`src/rtl/pipe_ctrl_pkg.sv`:
```
// rtl/pipe_ctrl_pkg.sv - shared definitions for the pipeline controller
//
// Contents:
//   pc_state_e     controller FSM encodings (PC_RUN, PC_HOLD, PC_PEND)
//   DEF_TRAP_ADDR  default redirect target on instruction-bus timeout
//   INST_NOP       encoding loaded into if_id when it is flushed (addi x0,x0,0)
package pipe_ctrl_pkg;

    typedef enum logic [1:0] {
        PC_RUN  = 2'd0,
        PC_HOLD = 2'd1,
        PC_PEND = 2'd2
    } pc_state_e;

    localparam logic [31:0] DEF_TRAP_ADDR = 32'h0000_0100;
    localparam logic [31:0] INST_NOP      = 32'h0000_0013;

endpackage

```
`src/rtl/hold_wdt.sv`:
```
// rtl/hold_wdt.sv - instruction-bus wait watchdog
//
// Counts consecutive cycles of hold_bus and flags the cycle in which the
// BUS_TIMEOUT-th consecutive wait cycle occurs.
//
// Parameters:
//   BUS_TIMEOUT  consecutive hold_bus cycles that cause a timeout (2..255)
// Ports:
//   sys_clk    in   clock, rising edge
//   sys_rst_n  in   asynchronous active-low reset
//   hold_bus   in   instruction bus not ready
//   tmo        out  this cycle is the timeout cycle (combinational)
module hold_wdt #(
    parameter int BUS_TIMEOUT = 16
) (
    input  logic sys_clk,
    input  logic sys_rst_n,
    input  logic hold_bus,
    output logic tmo
);

    localparam logic [7:0] WD_LAST = 8'(BUS_TIMEOUT - 1);

    logic [7:0] wd_cnt_q;
    logic [7:0] wd_cnt_d;

    assign tmo = hold_bus && (wd_cnt_q == WD_LAST);

    // The counter restarts after a timeout so a bus that stays stuck
    // produces a fresh trap every BUS_TIMEOUT cycles.
    always_comb begin
        wd_cnt_d = 8'd0;
        if (hold_bus && !tmo) begin
            wd_cnt_d = wd_cnt_q + 8'd1;
        end
    end

    always_ff @(posedge sys_clk or negedge sys_rst_n) begin
        if (!sys_rst_n) begin
            wd_cnt_q <= 8'd0;
        end else begin
            wd_cnt_q <= wd_cnt_d;
        end
    end

endmodule

```
`src/rtl/pipe_ctrl.sv`:
```
// rtl/pipe_ctrl.sv - hold/flush/redirect controller for the 3-stage pipeline
//
// Optional feature: define PIPE_CTRL_STATS_EN to build the saturating
// stall_cnt / flush_cnt statistics counters; otherwise both read 0.
//
// Parameters:
//   BUS_TIMEOUT    consecutive hold_bus cycles that trigger a trap (2..255)
//   TRAP_ADDR      redirect target on bus timeout
// Ports:
//   sys_clk, sys_rst_n         clock / asynchronous active-low reset
//   jump_en, jump_addr         redirect request from EX
//   hold_div, hold_bus         stall sources (divider busy, bus wait)
//   hold_pc, hold_ifid         keep PC / if_id
//   flush_ifid, flush_idex     bubble if_id / id_ex
//   jump_out_en, jump_out_addr PC redirect
//   bus_err                    one-cycle bus timeout pulse
//   stall_cnt, flush_cnt       statistics counters
module pipe_ctrl
    import pipe_ctrl_pkg::*;
#(
    parameter int          BUS_TIMEOUT = 16,
    parameter logic [31:0] TRAP_ADDR   = DEF_TRAP_ADDR
) (
    input  logic        sys_clk,
    input  logic        sys_rst_n,
    input  logic        jump_en,
    input  logic [31:0] jump_addr,
    input  logic        hold_div,
    input  logic        hold_bus,
    output logic        hold_pc,
    output logic        hold_ifid,
    output logic        flush_ifid,
    output logic        flush_idex,
    output logic        jump_out_en,
    output logic [31:0] jump_out_addr,
    output logic        bus_err,
    output logic [31:0] stall_cnt,
    output logic [31:0] flush_cnt
);

    pc_state_e   state_q, state_d;
    logic [31:0] pend_addr_q, pend_addr_d;
    logic        hold;
    logic        tmo;

    assign hold = hold_div | hold_bus;

    hold_wdt #(
        .BUS_TIMEOUT (BUS_TIMEOUT)
    ) u_hold_wdt (
        .sys_clk   (sys_clk),
        .sys_rst_n (sys_rst_n),
        .hold_bus  (hold_bus),
        .tmo       (tmo)
    );

    always_comb begin
        state_d       = state_q;
        pend_addr_d   = pend_addr_q;
        hold_pc       = 1'b0;
        hold_ifid     = 1'b0;
        flush_ifid    = 1'b0;
        flush_idex    = 1'b0;
        jump_out_en   = 1'b0;
        jump_out_addr = 32'd0;
        bus_err       = 1'b0;

        if (tmo) begin
            // Trap redirect overrides everything; a pending jump is dropped
            // simply by leaving PEND.
            bus_err       = 1'b1;
            jump_out_en   = 1'b1;
            jump_out_addr = TRAP_ADDR;
            flush_ifid    = 1'b1;
            flush_idex    = 1'b1;
            state_d       = PC_RUN;
        end else begin
            unique case (state_q)
                PC_PEND: begin
                    if (hold) begin
                        hold_pc   = 1'b1;
                        hold_ifid = 1'b1;
                    end else begin
                        // Replay the captured target; a live jump_en here is
                        // younger than the captured one and is discarded.
                        jump_out_en   = 1'b1;
                        jump_out_addr = pend_addr_q;
                        flush_ifid    = 1'b1;
                        flush_idex    = 1'b1;
                        state_d       = PC_RUN;
                    end
                end
                PC_HOLD: begin
                    if (hold) begin
                        hold_pc   = 1'b1;
                        hold_ifid = 1'b1;
                        if (jump_en) begin
                            pend_addr_d = jump_addr;
                            state_d     = PC_PEND;
                        end
                    end else begin
                        // Stall released: behave exactly as RUN this cycle.
                        state_d = PC_RUN;
                        if (jump_en) begin
                            jump_out_en   = 1'b1;
                            jump_out_addr = jump_addr;
                            flush_ifid    = 1'b1;
                            flush_idex    = 1'b1;
                        end
                    end
                end
                default: begin
                    if (jump_en) begin
                        jump_out_en   = 1'b1;
                        jump_out_addr = jump_addr;
                        flush_ifid    = 1'b1;
                        flush_idex    = 1'b1;
                        state_d       = PC_RUN;
                    end else if (hold) begin
                        hold_pc   = 1'b1;
                        hold_ifid = 1'b1;
                        state_d   = PC_HOLD;
                    end
                end
            endcase
        end
    end

    always_ff @(posedge sys_clk or negedge sys_rst_n) begin
        if (!sys_rst_n) begin
            state_q     <= PC_RUN;
            pend_addr_q <= 32'd0;
        end else begin
            state_q     <= state_d;
            pend_addr_q <= pend_addr_d;
        end
    end

`ifdef PIPE_CTRL_STATS_EN
    logic [31:0] stall_cnt_q, stall_cnt_d;
    logic [31:0] flush_cnt_q, flush_cnt_d;

    always_comb begin
        stall_cnt_d = stall_cnt_q;
        flush_cnt_d = flush_cnt_q;
        if (hold_pc && (stall_cnt_q != 32'hFFFF_FFFF)) begin
            stall_cnt_d = stall_cnt_q + 32'd1;
        end
        if (jump_out_en && (flush_cnt_q != 32'hFFFF_FFFF)) begin
            flush_cnt_d = flush_cnt_q + 32'd1;
        end
    end

    always_ff @(posedge sys_clk or negedge sys_rst_n) begin
        if (!sys_rst_n) begin
            stall_cnt_q <= 32'd0;
            flush_cnt_q <= 32'd0;
        end else begin
            stall_cnt_q <= stall_cnt_d;
            flush_cnt_q <= flush_cnt_d;
        end
    end

    assign stall_cnt = stall_cnt_q;
    assign flush_cnt = flush_cnt_q;
`else
    assign stall_cnt = 32'd0;
    assign flush_cnt = 32'd0;
`endif

endmodule

```
`config.mk`:
```
export PLATFORM = sky130hd
export DESIGN_NAME = pipe_ctrl
export DESIGN_NICKNAME = d
export VERILOG_FILES = /design/src/rtl/pipe_ctrl_pkg.sv /design/src/rtl/hold_wdt.sv /design/src/rtl/pipe_ctrl.sv
export SDC_FILE = /design/constraint.sdc
export NUM_CORES = 1
export LEC_CHECK = 0
export BUFFER_PORTS_ARGS = -buffer_cell sky130_fd_sc_hd__buf_2
export CAP_MARGIN = 20
export CORE_MARGIN = 1.5
export CORE_UTILIZATION = 42
export CTS_CLUSTER_DIAMETER = 30
export DETAILED_ROUTE_END_ITERATION = 7
export HOLD_SLACK_MARGIN = 0.05
export PLACE_DENSITY_LB_ADDON = 0.12
export SLEW_MARGIN = 40
export SYNTH_ARGS = -nofsm -noshare
export SYNTH_HDL_FRONTEND = slang
export SYNTH_SLANG_ARGS = --single-unit
```
`constraint.sdc`:
```
create_clock -name sys_clk -period 1.8 [get_ports sys_clk]
set_input_delay 0 -clock sys_clk [delete_from_list [all_inputs] [get_ports sys_clk]]
set_output_delay 0 -clock sys_clk [all_outputs]
set_load 0.02 [all_outputs]
```
==> After elaboration in Yosys (flattened, before gate mapping) <==
Cells that the tools add are included.
{ "classes": {"muxes": 23, "eq_ne": 5, "addsub": 1, "bitwise_logic": 2, "reduce_logical": 7} }
{ "ops": {"columns": ["op", "count"], "rows": [
  ["$mux 32", 4],
  ["$pmux 32 s2", 1],
  ["$mux 2", 6],
  ["$mux 1", 9],
  ["$add 8x1->8 const B", 1],
  ["$eq 8x4->1 const B", 1],
  ["$mux 8", 1],
  ["$reduce_bool 5->1", 1],
  ["$ne 4x3->1 const B", 1],
  ["$pmux 2 s2", 1],
  ["$reduce_and 4->1", 1],
  ["$ne 3x2->1 const B", 1],
  ["$reduce_and 3->1", 1],
  ["$eq 2x1->1 const B", 1],
  ["$eq 2x2->1 const B", 1],
  ["$logic_and 1x1->1", 2],
  ["$pmux 1 s2", 1],
  ["$reduce_or 2->1", 1],
  ["$logic_not 1->1", 1],
  ["$not 1->1", 1],
  ["$or 1x1->1", 1]
]} }
{ "word_totals": {"register_bits": 42, "inputBits": 37} }

==> Logic depth before layout (Yosys ltp) <==
Gate-level depths: netlist of run 1.
{ "depth": {"ltp_word": 5, "ltp_mapped": 7, "ltp_nobuf": 6} }

==> By module <==
From an unflattened synthesis of run 1, not the netlist that was laid out.
{ "unflattened": {"hier_cells": 242, "area_unflattened_um2": 2811.4} }
{ "by_module_without_submodules": {"columns": ["module", "cells_per_inst", "area_each_um2", "n_inst"], "rows": [
  ["pipe_ctrl", 201, 2413.6, 1],
  ["hold_wdt", 41, 397.9, 1]
]} }

==> Worst setup path before layout of run 1 <==
OpenSTA, ideal clock, no wires.
{ "synth_timing": {"path_kind": "flip-flop to output port", "startpoint": "register u_hold_wdt.wd_cnt_q[0]", "endpoint": "output hold_pc", "n_path_buf": 2, "stages_incl_launch_ff": 7, "slack_ns": -0.183, "t_required_ns": 1.800, "arrival_time_ns": 1.983, "path_cell_list": "dfrtp_1 -> ha_1 -> and3_1 -> and3_4 -> buf_2 -> nor3b_1 -> buf_4"} }
{ "synth_via": {"elab_chain_len": 3} }
{ "synth_rtl": {"columns": ["element", "line_no", "text"], "rows": [
  ["start: declaration", "hold_wdt.sv:24", "logic [7:0] wd_cnt_q;"],
  ["start signal: assignment", "hold_wdt.sv:42", "wd_cnt_q <= wd_cnt_d;"],
  ["$eq 8x4->1", "hold_wdt.sv:27", "assign tmo = hold_bus && (wd_cnt_q == WD_LAST);"],
  ["$logic_and 1x1->1", "hold_wdt.sv:27", null],
  ["$mux 1", null, null],
  ["end: declaration", "pipe_ctrl.sv:30", "output logic hold_pc,"]
]} }
No other way between the ends.

==> Worst setup path in the final report of run 1 <==
{ "layout_timing": {"startpoint": "register state_q[1]", "endpoint": "output jump_out_addr[0]"} }
{ "layout_via": {"elab_chain_len": 3} }
{ "layout_rtl": {"columns": ["element", "line_no", "text"], "rows": [
  ["start: declaration", "pipe_ctrl.sv:41", "pc_state_e state_q, state_d;"],
  ["start signal: assignment", "pipe_ctrl.sv:134", "state_q <= state_d;"],
  ["$eq 2x1->1 / $eq 2x2->1 (equally long branches)", "pipe_ctrl.sv:78", "unique case (state_q)"],
  ["$pmux 32 s2 *", "pipe_ctrl.sv:78", null],
  ["$mux 32 *", "pipe_ctrl.sv:68", "if (tmo) begin"],
  ["end: declaration", "pipe_ctrl.sv:35", "output logic [31:0] jump_out_addr,"]
]} }
Every way passes the cells marked *; elsewhere a longest branch is shown, timed or not.

==> results.cfg, run 1 <==
[cts]
cts_root_buf = clkbuf_8
ctsHtreeMaxLevel = 2
clk_pin_slew_ns = 0.08
cts_sinks = 42
cts_tree = done
clk_latency_ns = 0.29
cts_buffers = 5
max-clock-path-buffers = 2

[synth]
synth_top_area_share_pct = 37.1
synth_cell_types = 34
ys_seq_elements = 42
async_flop_share_pct = 100
syn_inst = 273
avgSynthCellArea_um2 = 10.4
ys_warn_count = 0
synth-edff-count = 0
ys_seq_area_share_pct = 37.1
synthFlopType = dfrtp_1
netlist_area_um2 = 2840
synth_top_area_cell = dfrtp_1
netlist_top_cells_area = dfrtp_1, buf_4, mux2_4

[sta]
fin_crit_sh_pct = 105
drv_slew = 0
skew_ns = 0.00657
rsz0062_at_grt = yes
hold_viol_final = 0
clock.fmax_mhz = 529
tightest_slew_ns = 0.535
setup_viol = 63
fin_ws_ns = -0.0888
slew_headroom_pct = 64.3
fin_crit_ns = 1.89
finalSetupTns_ns = -3.01

[floorplan]
fp.dieH_um = 85.2
num_rows = 29
io_pins = 139
start_util_pct = 44.2
dieArea_um2 = 7260
die_w_um = 85.2
core_um2 = 6420

[global_routing]
grtUsageTotal_pct = 17.3
antenna_found_initial = 0
grt_max_degree = 43
grt_pass1_vias = 2075
grt_pass1_wl_mm = 10.0
grt_overflow_total = 0

[detailed_routing]
ant_nets = 0
wl_per_cell_um = 13.5
via_per_inst = 4.58
via_count = 2194
wirelength_mm = 6.45
drtPass1Iterations = 8
route.detailed.drc = 11
drt-initial-drc-count = 86

[hold_path]
hold_class = input pin to flip-flop

[power_and_ir_drop]
pwr-share-clk_pct = 13.7
vdd_drop_max_mv = 0.582
finalPower_uw = 4640
pwr-share-seq_pct = 34.3
combPwrFrac_pct = 52.0
p_leak_uw = 0.00197
p_sw_uw = 1670
p_int_uw = 2970
cellPowerDensity_nw_per_um2 = 1160
switching_share_pct = 36.0

[worst_setup_path]
critPathMaxStageDelay_ns = 0.44
cp_cell_sequence = inv_2 > ha_4 > nand2_4 > o21ai_4 > buf_6 > a22oi_2 > nor2_1 > buf_4
cp_top_family = buffers and inverters
arrival_ns = 1.89
startpoint_type = flip-flop
critPathCaptureType = primary output
crit_slowest_cell = dfrtp_1
worstPathRequired_ns = 1.80
critPathKind = flip-flop to primary output
crit_buf_inv = 3
crit_fanout = 8

[layout]
drive_gt1_share_pct = 43.5
layout.nets = 441
final_cell_area_um2 = 4010
final_cell_mix = conb_1, buf_4, dfrtp_1
finalNonFillerCells = 479
final_common_cell = conb_1
n_antenna_cell = 0
area_delta_synth_final_pct = 41.3

[placed_design]
dp_hpwl_mm = 3.90
gp_congestion = 0.815
place_ws_ns = 0.0419
place_inst = 425
io_buffers = 74
dpl-instance-area_um2 = 3130

[status]
violations = DRC, setup timing
status = finished with violations

[job]
cap_violations = 0
[kinds of logic after synthesis]
logic type / count (synthesis) / synth area share (%)
multiplexers: 32 / 16.7
other: 1 / 0.132
XOR/XNOR: 4 / 1.24
flip-flops: 42 / 37.1
adder cells (fa/ha/maj): 3 / 1.32
AND/OR/NAND/NOR: 64 / 11.3
AO/OA/AOI/OAI: 42 / 10.9
buffers and inverters: 85 / 21.3
[cell usage after synthesis (3+ instances only)]
cell	n
buf_4	67
dfrtp_1	42
nor2_1	36
a22oi_1	31
mux2_4	30
buf_2	10
nand3_1	6
inv_1	5
nand2_1	5
a21oi_1	4
and3_1	3
buf_6	3
ha_1	3
or3_1	3
[metrics by stage]
| stage | utilization [%] | hold slack, ns |
|---|---|---|
| floorplan | - | -0.296 |
| global placement | 48.8 | 0.107 |
| detailed placement | 48.8 | 0.114 |
| CTS | 59.2 | 0.149 |
| global route | 62.4 | 0.225 |
| finish | 62.4 | 0.191 |
[what timing repair did]
action,4_1_cts,5_1_grt
resized for setup,58,25
buffers inserted,4,5
gates cloned,0,2
hold buffers,35,0
setup endpoints to repair,38,38
pin swaps,8,35
hold endpoints to repair,79,0
[layer usage]
| layer | part of all wire, % | vias to the layer above | global-route usage (%) | routed length [µm] |
|---|---|---|---|---|
| met4 | 0.46 | 0 | 3.73 | 30 |
| met2 | 49 | 82 | 29.2 | 3190 |
| met5 | 0 | - | 0 | 0 |
| met1 | 45 | 1049 | 23.0 | 2900 |
| li1 | - | 1059 | - | - |
| met3 | 5.1 | 4 | 3.50 | 332 |
[flip-flops by register name (all words and copies together), names as in the netlist]
name                 count
pend_addr_q             32
state_q                  2
u_hold_wdt.wd_cnt_q      8
[layout make-up]
type	instances	area [µm²]
sequential	42	1050
inverter	5	18.8
clock inverter	2	12.5
fill	524	2410
tap	77	96.3
multi-input combinational	209	1570
clock buffer	6	82.6
timing repair buffer	138	1170
[worst register-to-register path, stage by stage (launching register included)]
cell and delay (ns):
dfrtp_1 0.40, ha_2 0.19, and3_4 0.15, and3_4 0.20, buf_12 0.13, nor2_4 0.11, buf_12 0.23, mux2_4 0.33
[power by group through the flow]
stage	clock, µW	sequential (µW)	combinational [µW]
after floorplan	0	1500	1630
after global placement	0	1570	1920
after detailed placement	0	1560	1950
after CTS	662	1560	2310
after global routing	710	1630	2590
final	638	1590	2410
[path summary, 6_finish.rpt]
kind,start,endpoint,slack [ns],cells after the start
worst min register to register,pend_addr_q[14],pend_addr_q[14],0.51,1
max in group asynchronous,sys_rst_n,u_hold_wdt.wd_cnt_q[5],1.10,3
worst max-delay path,state_q[1],jump_out_addr[0],-0.09,8
min in group asynchronous,sys_rst_n,pend_addr_q[20],0.31,3
worst min-delay path,jump_en,state_q[1],0.19,4
worst max register to register,u_hold_wdt.wd_cnt_q[0],pend_addr_q[15],-0.05,7
Power figures use the tool's default switching activity.
==> inputs of run 2 (changes only) <==
CORE_UTILIZATION = 28   (was 42)
PLACE_DENSITY = 0.56   (was default)
PLACE_DENSITY_LB_ADDON = default   (was 0.12)
==> results.cfg, run 2 (synthesis gave the netlist of run 1 again) <==
[status]
status = finished with violations
violations = setup timing

[sta]
skew_ns = 0.0120
rsz0062_at_grt = yes
drv_slew = 0
fin_crit_ns = 1.89
hold_viol_final = 0
fin_crit_sh_pct = 105
fin_ws_ns = -0.0893
clock.fmax_mhz = 529
setup_viol = 54

[layout]
final_cell_mix = conb_1, buf_4, dfrtp_1
seq_area_um2 = 1050
reg_top3 = pend_addr_q (32), u_hold_wdt.wd_cnt_q (8), state_q (2)
n_antenna_cell = 0
fillers = 903
top_register = pend_addr_q
layout.nets = 451
multi_input_area_um2 = 1610
final_common_cell = conb_1
final_cell_area_um2 = 4310
area_delta_synth_final_pct = 52.0
largest_reg_flops = 32
drive_gt1_share_pct = 46.8

[detailed_routing]
route.detailed.drc = 0
ant_nets = 0
wl_per_cell_um = 13.4
via_count = 2301
drtPass1Iterations = 6
wirelength_mm = 7.30
drt-initial-drc-count = 62
via_per_inst = 4.22

[job]
cap_violations = 0

[worst_setup_path]
reg2reg_from = u_hold_wdt.wd_cnt_q[6]
worstPathRequired_ns = 1.80
reg2reg_depth = 6
startpoint_type = flip-flop
critPathKind = flip-flop to primary output
critPathCaptureType = primary output
arrival_ns = 1.89
crit_fanout = 4
ff2ff_setup_slack_ns = -0.03
r2r_end = pend_addr_q[18]

[floorplan]
fp.dieH_um = 104
die_w_um = 104
core_um2 = 9820
io_pins = 139
dieArea_um2 = 10700
start_util_pct = 28.9
num_rows = 36

[global_routing]
grtUsageTotal_pct = 11.8
grt_max_degree = 36
grt_overflow_total = 0
grt_pass1_wl_mm = 10.4
grt_pass1_vias = 2105
antenna_found_initial = 0

[placed_design]
gp_congestion = 0.799
dpl-instance-area_um2 = 3180
io_buffers = 74
place_ws_ns = 0.0351
dp_hpwl_mm = 4.15

[cts]
cts_buffers = 5
max-clock-path-buffers = 2
clk_pin_slew_ns = 0.09
ctsHtreeMaxLevel = 2
cts_root_buf = clkbuf_8
cts_tree = done
clk_latency_ns = 0.30
cts_sinks = 42

[power_and_ir_drop]
p_leak_uw = 0.00207
vdd_drop_max_mv = 0.539
cellPowerDensity_nw_per_um2 = 1160

[hold_path]
holdPathStages = 3
hold_start = hold_bus
hold_path_end = u_hold_wdt.wd_cnt_q[7]
hold_class = input pin to flip-flop
[run 2: worst max-delay path, stage by stage, from the launching register on]
cell and delay, ns:
dfrtp_2 0.45, ha_4 0.31, nor3b_4 0.05, buf_6 0.14
buf_4 0.13, or3_4 0.36, buf_6 0.15
[run 2: worst max path at each step]
stage	start	to	depth (start not counted)
after floorplan	u_hold_wdt.wd_cnt_q[0]	pend_addr_q[10]	6
after global placement	u_hold_wdt.wd_cnt_q[1]	pend_addr_q[22]	6
after detailed placement	u_hold_wdt.wd_cnt_q[0]	pend_addr_q[28]	6
after CTS	state_q[1]	jump_out_addr[3]	9
after global routing	state_q[1]	jump_out_en	6
final	state_q[1]	jump_out_en	6
[run 2: cell type report]
cell class / count / share of cell area [%]
flip-flops and latches: 42 / 24.4
multi-input cells: 209 / 37.4
inverters: 5 / 0.435
clock inverters: 3 / 0.493
repair buffers: 148 / 31.8
clock buffers: 5 / 1.60
well taps: 133 / 3.86
[run 2: stage by stage]
stage	total power, µW	util [%]	hold slack [ns]	TNS (ns)	std cells
2_1_floorplan	3140	-	-0.296	0	336
3_3_place_gp	3470	32.4	0.125	0	478
3_5_place_dp	3490	32.4	0.143	0	478
4_1_cts	4610	39.3	0.0516	-2.28	526
5_1_grt	5290	43.9	0.0563	-7.53	545
6_report	4980	43.9	0.0627	-1.62	545
[run 2: timing repair]
item / 4_1_cts / 5_1_grt
setup buffers: 3 / 13
gates cloned: 2 / 6
endpoints found under the hold margin: 70 / 0
endpoints found under the setup margin: 37 / 69
resized for setup: 56 / 44
pin swaps: 4 / 28
hold buffers: 35 / 0
[run 2: power breakdown]
part / switching, µW / total, µW / internal (µW)
clock network: 346 / 619 / 273
logic: 1180 / 2750 / 1570
registers: 277 / 1610 / 1340
total: 1800 / 4980 / 3180
[run 2: metal layers]
layer  track usage (%)  part of all wire [%]
met5                 0                     0
met4              1.39                  0.93
met3              2.58                   5.7
met2              20.3                    49
met1              15.5                    45
